===== src/rtl/ula_seq.sv =====
// Sequential command initiator for the p_ula ALU: registers operands, captures the ALU result and drives ACC.
// Define ULA_SEQ_STATS_EN to add the saturating Op_count/Carry_count statistics outputs.
module ula_seq #(
    parameter int               WIDTH    = 6,
    parameter logic [WIDTH-1:0] ACC_INIT = '0
) (
    input  logic             Clk,
    input  logic             Reset_n,
    input  logic             Cmd_valid,
    output logic             Cmd_ready,
    input  logic             Cmd_Modo,
    input  logic [2:0]       Cmd_Operacao,
    input  logic [WIDTH-1:0] Cmd_Operando,
    input  logic             Cmd_Fonte,
    input  logic             Cmd_Grava,
    input  logic             Acc_clr,
    output logic [WIDTH-1:0] ula_A,
    output logic [WIDTH-1:0] ula_B,
    output logic             ula_Modo,
    output logic [2:0]       ula_Operacao,
    output logic             ula_Reset,
    input  logic [WIDTH-1:0] ula_O,
    input  logic             ula_Carry_out,
    input  logic             ula_Zero,
    output logic             Rsp_valid,
    input  logic             Rsp_ready,
    output logic [WIDTH-1:0] Rsp_O,
    output logic             Rsp_Carry,
    output logic             Rsp_Zero,
    output logic [WIDTH-1:0] Acc
`ifdef ULA_SEQ_STATS_EN
    ,
    output logic [15:0]      Op_count,
    output logic [15:0]      Carry_count
`endif
);

    typedef enum logic [1:0] {IDLE, ISSUE, RESP} state_t;

    state_t           state_q, state_d;
    logic [WIDTH-1:0] acc_q, acc_d;
    logic [WIDTH-1:0] a_q, a_d;
    logic [WIDTH-1:0] b_q, b_d;
    logic             modo_q, modo_d;
    logic [2:0]       op_q, op_d;
    logic             grava_q, grava_d;
    logic [WIDTH-1:0] rspO_q, rspO_d;
    logic             rspC_q, rspC_d;
    logic             rspZ_q, rspZ_d;
    logic             cmdHs;
    logic             rspHs;

    always_ff @(posedge Clk or negedge Reset_n) begin
        if (!Reset_n) begin
            state_q <= IDLE;
            acc_q   <= ACC_INIT;
            a_q     <= '0;
            b_q     <= '0;
            modo_q  <= 1'b0;
            op_q    <= 3'b000;
            grava_q <= 1'b0;
            rspO_q  <= '0;
            rspC_q  <= 1'b0;
            rspZ_q  <= 1'b0;
        end else begin
            state_q <= state_d;
            acc_q   <= acc_d;
            a_q     <= a_d;
            b_q     <= b_d;
            modo_q  <= modo_d;
            op_q    <= op_d;
            grava_q <= grava_d;
            rspO_q  <= rspO_d;
            rspC_q  <= rspC_d;
            rspZ_q  <= rspZ_d;
        end
    end

    assign cmdHs = Cmd_valid && (state_q == IDLE);
    assign rspHs = (state_q == RESP) && Rsp_ready;

    always_comb begin
        state_d = state_q;
        acc_d   = acc_q;
        a_d     = a_q;
        b_d     = b_q;
        modo_d  = modo_q;
        op_d    = op_q;
        grava_d = grava_q;
        rspO_d  = rspO_q;
        rspC_d  = rspC_q;
        rspZ_d  = rspZ_q;
        case (state_q)
            IDLE: begin
                if (cmdHs) begin
                    modo_d  = Cmd_Modo;
                    op_d    = Cmd_Operacao;
                    grava_d = Cmd_Grava;
                    a_d     = Cmd_Fonte ? Cmd_Operando : acc_q;
                    b_d     = Cmd_Fonte ? acc_q : Cmd_Operando;
                    state_d = ISSUE;
                end
            end
            ISSUE: begin
                rspO_d  = ula_O;
                rspC_d  = ula_Carry_out;
                rspZ_d  = ula_Zero;
                if (grava_q) begin
                    acc_d = ula_O;
                end
                state_d = RESP;
            end
            RESP: begin
                if (rspHs) begin
                    state_d = IDLE;
                end
            end
            default: state_d = IDLE;
        endcase
        // A clear overrides any result write landing on the same edge.
        if (Acc_clr) begin
            acc_d = ACC_INIT;
        end
    end

    assign Cmd_ready    = Reset_n && (state_q == IDLE);
    assign ula_Reset    = (state_q != ISSUE);
    assign Rsp_valid    = (state_q == RESP);
    assign ula_A        = a_q;
    assign ula_B        = b_q;
    assign ula_Modo     = modo_q;
    assign ula_Operacao = op_q;
    assign Rsp_O        = rspO_q;
    assign Rsp_Carry    = rspC_q;
    assign Rsp_Zero     = rspZ_q;
    assign Acc          = acc_q;

`ifdef ULA_SEQ_STATS_EN
    logic [15:0] opCnt_q, carryCnt_q;

    always_ff @(posedge Clk or negedge Reset_n) begin
        if (!Reset_n) begin
            opCnt_q    <= 16'h0000;
            carryCnt_q <= 16'h0000;
        end else if (rspHs) begin
            if (opCnt_q != 16'hFFFF) begin
                opCnt_q <= opCnt_q + 16'h0001;
            end
            if (rspC_q && (carryCnt_q != 16'hFFFF)) begin
                carryCnt_q <= carryCnt_q + 16'h0001;
            end
        end
    end

    assign Op_count    = opCnt_q;
    assign Carry_count = carryCnt_q;
`endif

endmodule


===== config.mk =====
export PLATFORM = sky130hd
export DESIGN_NAME = ula_seq
export DESIGN_NICKNAME = d
export VERILOG_FILES = /design/src/rtl/ula_seq.sv
export SDC_FILE = /design/constraint.sdc
export NUM_CORES = 1
export LEC_CHECK = 0
export ABC_AREA = 1
export CAP_MARGIN = 5
export CORE_MARGIN = 2
export CORE_UTILIZATION = 43
export CTS_CLUSTER_SIZE = 10
export DETAILED_ROUTE_END_ITERATION = 12
export PLACE_DENSITY = 0.85
export SLEW_MARGIN = 15
export SYNTH_ARGS = -nofsm -noshare
export SYNTH_HDL_FRONTEND = slang
export SYNTH_SLANG_ARGS = --single-unit
export TNS_END_PERCENT = 1

===== constraint.sdc =====
create_clock -name Clk -period 1.4 [get_ports Clk]
set_clock_uncertainty 0.2 [all_clocks]
set_input_delay 0.28 -clock Clk [delete_from_list [all_inputs] [get_ports Clk]]
set_output_delay 0.28 -clock Clk [all_outputs]
set_load 0.03 [all_outputs]

==> results of run 1 <==
[cell type report]
class / count / share of cell area
clock buffers: 7 / 0.0245
inverters: 21 / 0.0373
multi-input cells: 126 / 0.237
flip-flops and latches: 33 / 0.368
well taps: 46 / 0.0256
repair buffers: 65 / 0.308
[cell usage after synthesis]
cell type  count
inv_2          2
nand2_1       94
clkbuf_2       1
inv_1         18
o21ai_2        1
buf_2          2
nand3_1       12
buf_4          2
nor2_4         1
buf_8          1
o21ai_0       13
nor2_1         4
nand3_4        1
inv_4          1
dfrtp_1       33
[logic make-up after synthesis]
logic type | count (synthesis)
AND/OR/NAND/NOR | 112
flip-flops | 33
buffers and inverters | 27
AO/OA/AOI/OAI | 14
[sequential cells by signal, summed over array words and instances (netlist names)]
| name | flops |
|---|---|
| Acc | 6 |
| Rsp_Carry | 1 |
| Rsp_O | 6 |
| Rsp_Zero | 1 |
| grava_q | 1 |
| state_q | 2 |
| ula_A | 6 |
| ula_B | 6 |
| ula_Modo | 1 |
| ula_Operacao | 3 |
[layout by cell type (no fill, tap or decap)]
| master | instances |
|---|---|
| nand2_1 | 94 |
| o21ai_0 | 13 |
| inv_1 | 17 |
| nor2_1 | 3 |
| clkbuf_4 | 5 |
| dfrtp_1 | 32 |
| buf_12 | 2 |
| nor2_4 | 1 |
| buf_4 | 7 |
| dfrtp_2 | 1 |
| nand3_4 | 1 |
| nor2_2 | 1 |
| nand3_1 | 12 |
| inv_2 | 3 |
| inv_6 | 1 |
| buf_6 | 32 |
| clkbuf_8 | 1 |
| o21ai_2 | 1 |
| clkbuf_1 | 1 |
| clkdlybuf4s50_1 | 24 |
[stage by stage]
stage               worst slack, ps  hold slack [ps]
detailed placement             -189              266
global route                   -303              236
finish                         -225              224
CTS                            -240              230
global placement               -205              263
floorplan                      20.9             -216
[power by group through the flow]
| stage | Clock (W) | Sequential, W | Combinational [W] |
|---|---|---|---|
| 2_1_floorplan | 0 | 0.00228 | 0.000744 |
| 3_3_place_gp | 0 | 0.00160 | 0.00230 |
| 3_5_place_dp | 0 | 0.00161 | 0.00235 |
| 4_1_cts | 0.000569 | 0.00162 | 0.00244 |
| 5_1_grt | 0.000599 | 0.00173 | 0.00280 |
| 6_report | 0.000551 | 0.00167 | 0.00261 |
[layer usage]
layer	track usage	vias up	routed length [µm]
met5	0	-	0
met4	0.0667	0	38
met3	0.0721	5	269
met2	0.341	48	1890
met1	0.230	628	1460
li1	-	690	-
[final timing paths]
path	to	slack [ps]	startpoint
worst max-delay path	Cmd_ready	-230	state_q[0]
worst min-delay path	state_q[1]	220	Reset_n
worst max register to register	Acc[3]	70	state_q[1]
worst min register to register	Rsp_Carry	310	Rsp_Carry
max in group asynchronous	Acc[0]	450	Reset_n
min in group Clk	ula_Operacao[1]	270	Cmd_Operacao[1]
[worst max-delay path, cell delays in order (launching register included)]
cell     delay, ps
dfrtp_1        430
inv_2          100
nand2_1         70
nor2_2          90
buf_6          130
[timing repair]
action | 4_1_cts | 5_1_grt
pin swaps | 0 | 1
endpoints found under the hold margin | 0 | 0
setup buffers | 2 | 0
setup endpoints to repair | 12 | 35
gates resized for setup | 12 | 23
==> impl_results.md, run 1 <==
* Outcome: finished with violations
* Failing checks: setup timing
* Largest family of logic cells by synthesized area: simple AND/OR/NAND/NOR gates
* Sequential share of power at 0.346
* Combinational group share of total power at 0.540
* Number of cell rows at 21
* Synthesis-stage register bit count at 33
* CTS H-tree lvls at 2
* Crit share post-route at 1.16
* Worst EP required at 920 ps
* Setup violations, final at 8
* Syn Area/Cell at 7.97 µm²
* RSZ-0062 raised after global routing: yes
* Final wirelength at 3.65 mm
* Final net count at 277
* Hpwl dp at 2.48 mm
* Clock transition at the registers of the reported paths at 100 ps
* Total net switching power at 0.00214 W
* Min-delay worst type: in2async
* Fmax at 615 MHz
* Die height at 62.7 µm
* Power Internal at 0.00269 W
* Sw frac at 0.443
* Root cell of the clock tree: clkbuf_4
* Final ANT Viol Nets at 0
* Vias per inst at 4.60
* First-pass GRT wire length at 6.08 mm
* Antenna Cells at 0
* Max Fanout on Critical Path at 3
* DR WL/cell at 12.3 µm
* Synth Warn # at 0
* Post-synthesis xor/xnor area fraction at 0
* Clock Sink Count at 33
* Max-slew violations at 0
* Core Region at 3340 µm²
* Arrival time at the worst endpoint at 1150 ps
* Synthesized area at 1480 µm²
* Area contributors post-synth: dfrtp_1 56%, nand2_1 24%, inv_1 4.6%
* Setup TNS at -691 ps
* Fill cells at 289
* Post-route insts no fill at 298
* Mux share of post-synthesis cell area at 0
* Total grt overflow at 0
* Die width at 62.7 µm
* Synth Area in Compound Gates at 0.0498
* Share of layout cells above drive strength 1 at 0.222
* Sequential cell area at 827 µm²
* Placer Congestion at 0.742
* Skew-Pair Late Insertion Delay at 330 ps
* Placed Instance Area at 2060 µm²
* Number of global-route vias before repair at 1,394
* Slew @ Worst Pin at 423 ps
* Post-synthesis cell type count at 15
* CP Launch Type: register
* Worst-case clock buffer depth at 2
* Critical Path End Type: primary output
* DR vias at 1,371
* Area grow syn2layout at 51.7%
* Initial antenna violation count at 0
* Clock group share of total power at 0.114
* Largest net degree at the start of global routing at 34
* IO buf count at 57
* Maximum ir drop on the vdd rail at 1140 µV
* Adder-Cell Fraction of Synth Area at 0
* Total CTS buffers at 5
* Max-slew headroom at the worst pin at 0.718
* CP Class: reg2out
* Core Util, Final at 0.674
* PnR worst setup slack at -225 ps
* I/O pins at 58
* Post-synth net total at 211
* Register area share after synthesis at 0.557
* Multi-input gate area at 533 µm²
* Cell taking the most area after synthesis: dfrtp_1
* Tot Pwr at 0.00483 W
* Initial core utilization at 0.444
* Final Critical Period at 1630 ps
* Final non-filler cell area at 2250 µm²
* Placed Cells at 289
* Gr usage total at 0.199
* # Max-Cap Violations at 0
* Share of the synthesized area in the top cell type at 0.557
* Final Hold Fails at 0
* DRT Pass-1 Iters at 4
* R2R depth at 5
* Mapped Cells at 186
* P_leak at 1.19 nW
* 1st-iter DRT viols at 47
* Power Density at 2150 nW/µm²
* Post-synthesis simple-gate area fraction at 0.308
* Hold buffers post-CTS at 0
* DRC at 0
* Die Area at 3930 µm²
* CTS tree: yes
(Power assumes the default switching activity.)
==> run 2: changes to the inputs <==
--- a/config.mk
+++ b/config.mk
@@ -12,6 +12,7 @@
 export CTS_CLUSTER_SIZE = 10
 export DETAILED_ROUTE_END_ITERATION = 12
 export PLACE_DENSITY = 0.85
+export SKIP_CTS_REPAIR_TIMING = 1
 export SLEW_MARGIN = 15
 export SYNTH_ARGS = -nofsm -noshare
 export SYNTH_HDL_FRONTEND = slang
==> impl_results.md, run 2 (synthesized netlist as in run 1, its figures left out) <==
* Outcome: finished with violations
* Failing checks: setup timing
* Hpwl dp at 2.48 mm (unchanged)
* Final non-filler cell area at 2230 µm² (-0.78%)
* Final Hold Fails at 0 (unchanged)
* Max-slew violations at 0 (unchanged)
* Clock Sink Count at 33 (unchanged)
* Die width at 62.7 µm (unchanged)
* Fill cells at 291 (+0.69%)
* Die height at 62.7 µm (unchanged)
* First-pass GRT wire length at 5.97 mm (-1.8%)
* Placed Instance Area at 2060 µm² (unchanged)
* Placer Congestion at 0.742 (unchanged)
* Largest net degree at the start of global routing at 34 (unchanged)
* Core Util, Final at 0.669 (-0.00525)
* Most frequent cells in the layout: 94 x nand2_1, 32 x dfrtp_1, 32 x buf_6
* Total CTS buffers at 5 (unchanged)
* Number of cell rows at 21 (unchanged)
* Hold slack at 230 ps (+6.82 ps)
* Worst reg2reg path startpoint: state_q[0]
* P_leak at 1.18 nW (-0.72%)
* Critical Path End Type: primary output
* # Max-Cap Violations at 0 (unchanged)
* CP Class: reg2out
* Crit share post-route at 1.18 (+0.0232)
* IO buf count at 57 (unchanged)
* Root cell of the clock tree: clkbuf_4
* PnR worst setup slack at -258 ps (-32.5 ps)
* CP Launch Point: state_q[0]
* Die Area at 3930 µm² (unchanged)
* CP Launch Type: register
* Initial antenna violation count at 0 (unchanged)
* Number of global-route vias before repair at 1,365 (-2.1%)
* Gr usage total at 0.195 (-0.00427)
* DR vias at 1,354 (-1.2%)
* RSZ-0062 raised after global routing: yes
* Min-delay worst type: in2async
* Final net count at 275 (-0.72%)
* Antenna Cells at 0 (unchanged)
* Total grt overflow at 0 (unchanged)
* Power Density at 2140 nW/µm² (-0.33%)
* Share of layout cells above drive strength 1 at 0.216 (-0.00622)
* Maximum ir drop on the vdd rail at 1200 µV (+5.6%)
* Final Critical Period at 1660 ps (+32.5 ps)
* Core Region at 3340 µm² (unchanged)
* Worst EP required at 920 ps (about the same)
* Setup TNS at -713 ps (-22.3 ps)
* CTS H-tree lvls at 2 (unchanged)
* DRC at 0 (unchanged)
* Commonest non-fill, non-tap cell in the layout: nand2_1
* Fmax at 603 MHz (-2.0%)
* Arrival time at the worst endpoint at 1180 ps (+30 ps)
* CTS tree: yes
* Skew-Pair Late Insertion Delay at 330 ps (about the same)
* DR WL/cell at 12.0 µm (-1.9%)
* Area grow syn2layout at 50.5%
* Final wirelength at 3.56 mm (-2.5%)
* Multi-input gate area at 533 µm² (unchanged)
* 1st-iter DRT viols at 50 (+6.4%)
* Worst-case clock buffer depth at 2 (unchanged)
* Sequential cell area at 827 µm² (unchanged)
* Slew @ Worst Pin at 416 ps (-7.24 ps)
* Setup violations, final at 6 (-2)
* DRT Pass-1 Iters at 4 (unchanged)
* Initial core utilization at 0.444 (unchanged)
* Max Fanout on Critical Path at 3 (unchanged)
* Max-slew headroom at the worst pin at 0.723 (+0.00483)
* Clock transition at the registers of the reported paths at 100 ps (about the same)
* I/O pins at 58 (unchanged)
* Vias per inst at 4.57 (-0.57%)
* Final ANT Viol Nets at 0 (unchanged)
[run 2: changes by cell type in the layout (fill, tap and decap cells not counted)]
cell   change
buf_4      -2
inv_4      +1
inv_6      -1
[run 2: path summary, 6_finish.rpt]
path | end | slack (ps) | cells past startpoint
worst max register to register | Rsp_O[5] | 130 | 6
worst min register to register | Rsp_Carry | 310 | 2
worst min-delay path | grava_q | 230 | 2
worst max-delay path | Cmd_ready | -260 | 4
max in group asynchronous | Acc[0] | 450 | 2
min in group Clk | grava_q | 270 | 3
[run 2: cell type report]
class,instances,area share
inverter,21,0.0364
tap,46,0.0258
timing repair buffer,63,0.304
clock buffer,7,0.0247
sequential,33,0.371
multi-input combinational,126,0.239
[run 2: where the power goes]
group / leakage (nW) / total, W / switching, W / internal, W
Sequential: 0.422 / 0.00167 / 0.000326 / 0.00134
Combinational: 0.724 / 0.00257 / 0.00148 / 0.00108
Clock: 0.0314 / 0.000543 / 0.000306 / 0.000237
Total: 1.18 / 0.00478 / 0.00212 / 0.00266
[run 2: routing by layer]
metal | vias up | GRT usage | routed length (µm)
met1 | 613 | 0.231 | 1440
li1 | 687 | - | -
met5 | - | 0 | 0
met2 | 48 | 0.328 | 1810
met3 | 6 | 0.0685 | 272
met4 | 0 | 0.0667 | 46
[run 2: critical path, cell delays in order, from the launching register on]
cell     delay, ps
dfrtp_1        430
inv_2          120
nand2_1         70
nor2_2          90
buf_6          130
[run 2: metrics by stage]
step	setup WS (ps)	cells	power [W]
after floorplan	20.9	186	0.00302
after global placement	-205	289	0.00390
after detailed placement	-189	289	0.00396
after CTS	-274	296	0.00453
after global routing	-333	296	0.00507
final	-258	296	0.00478
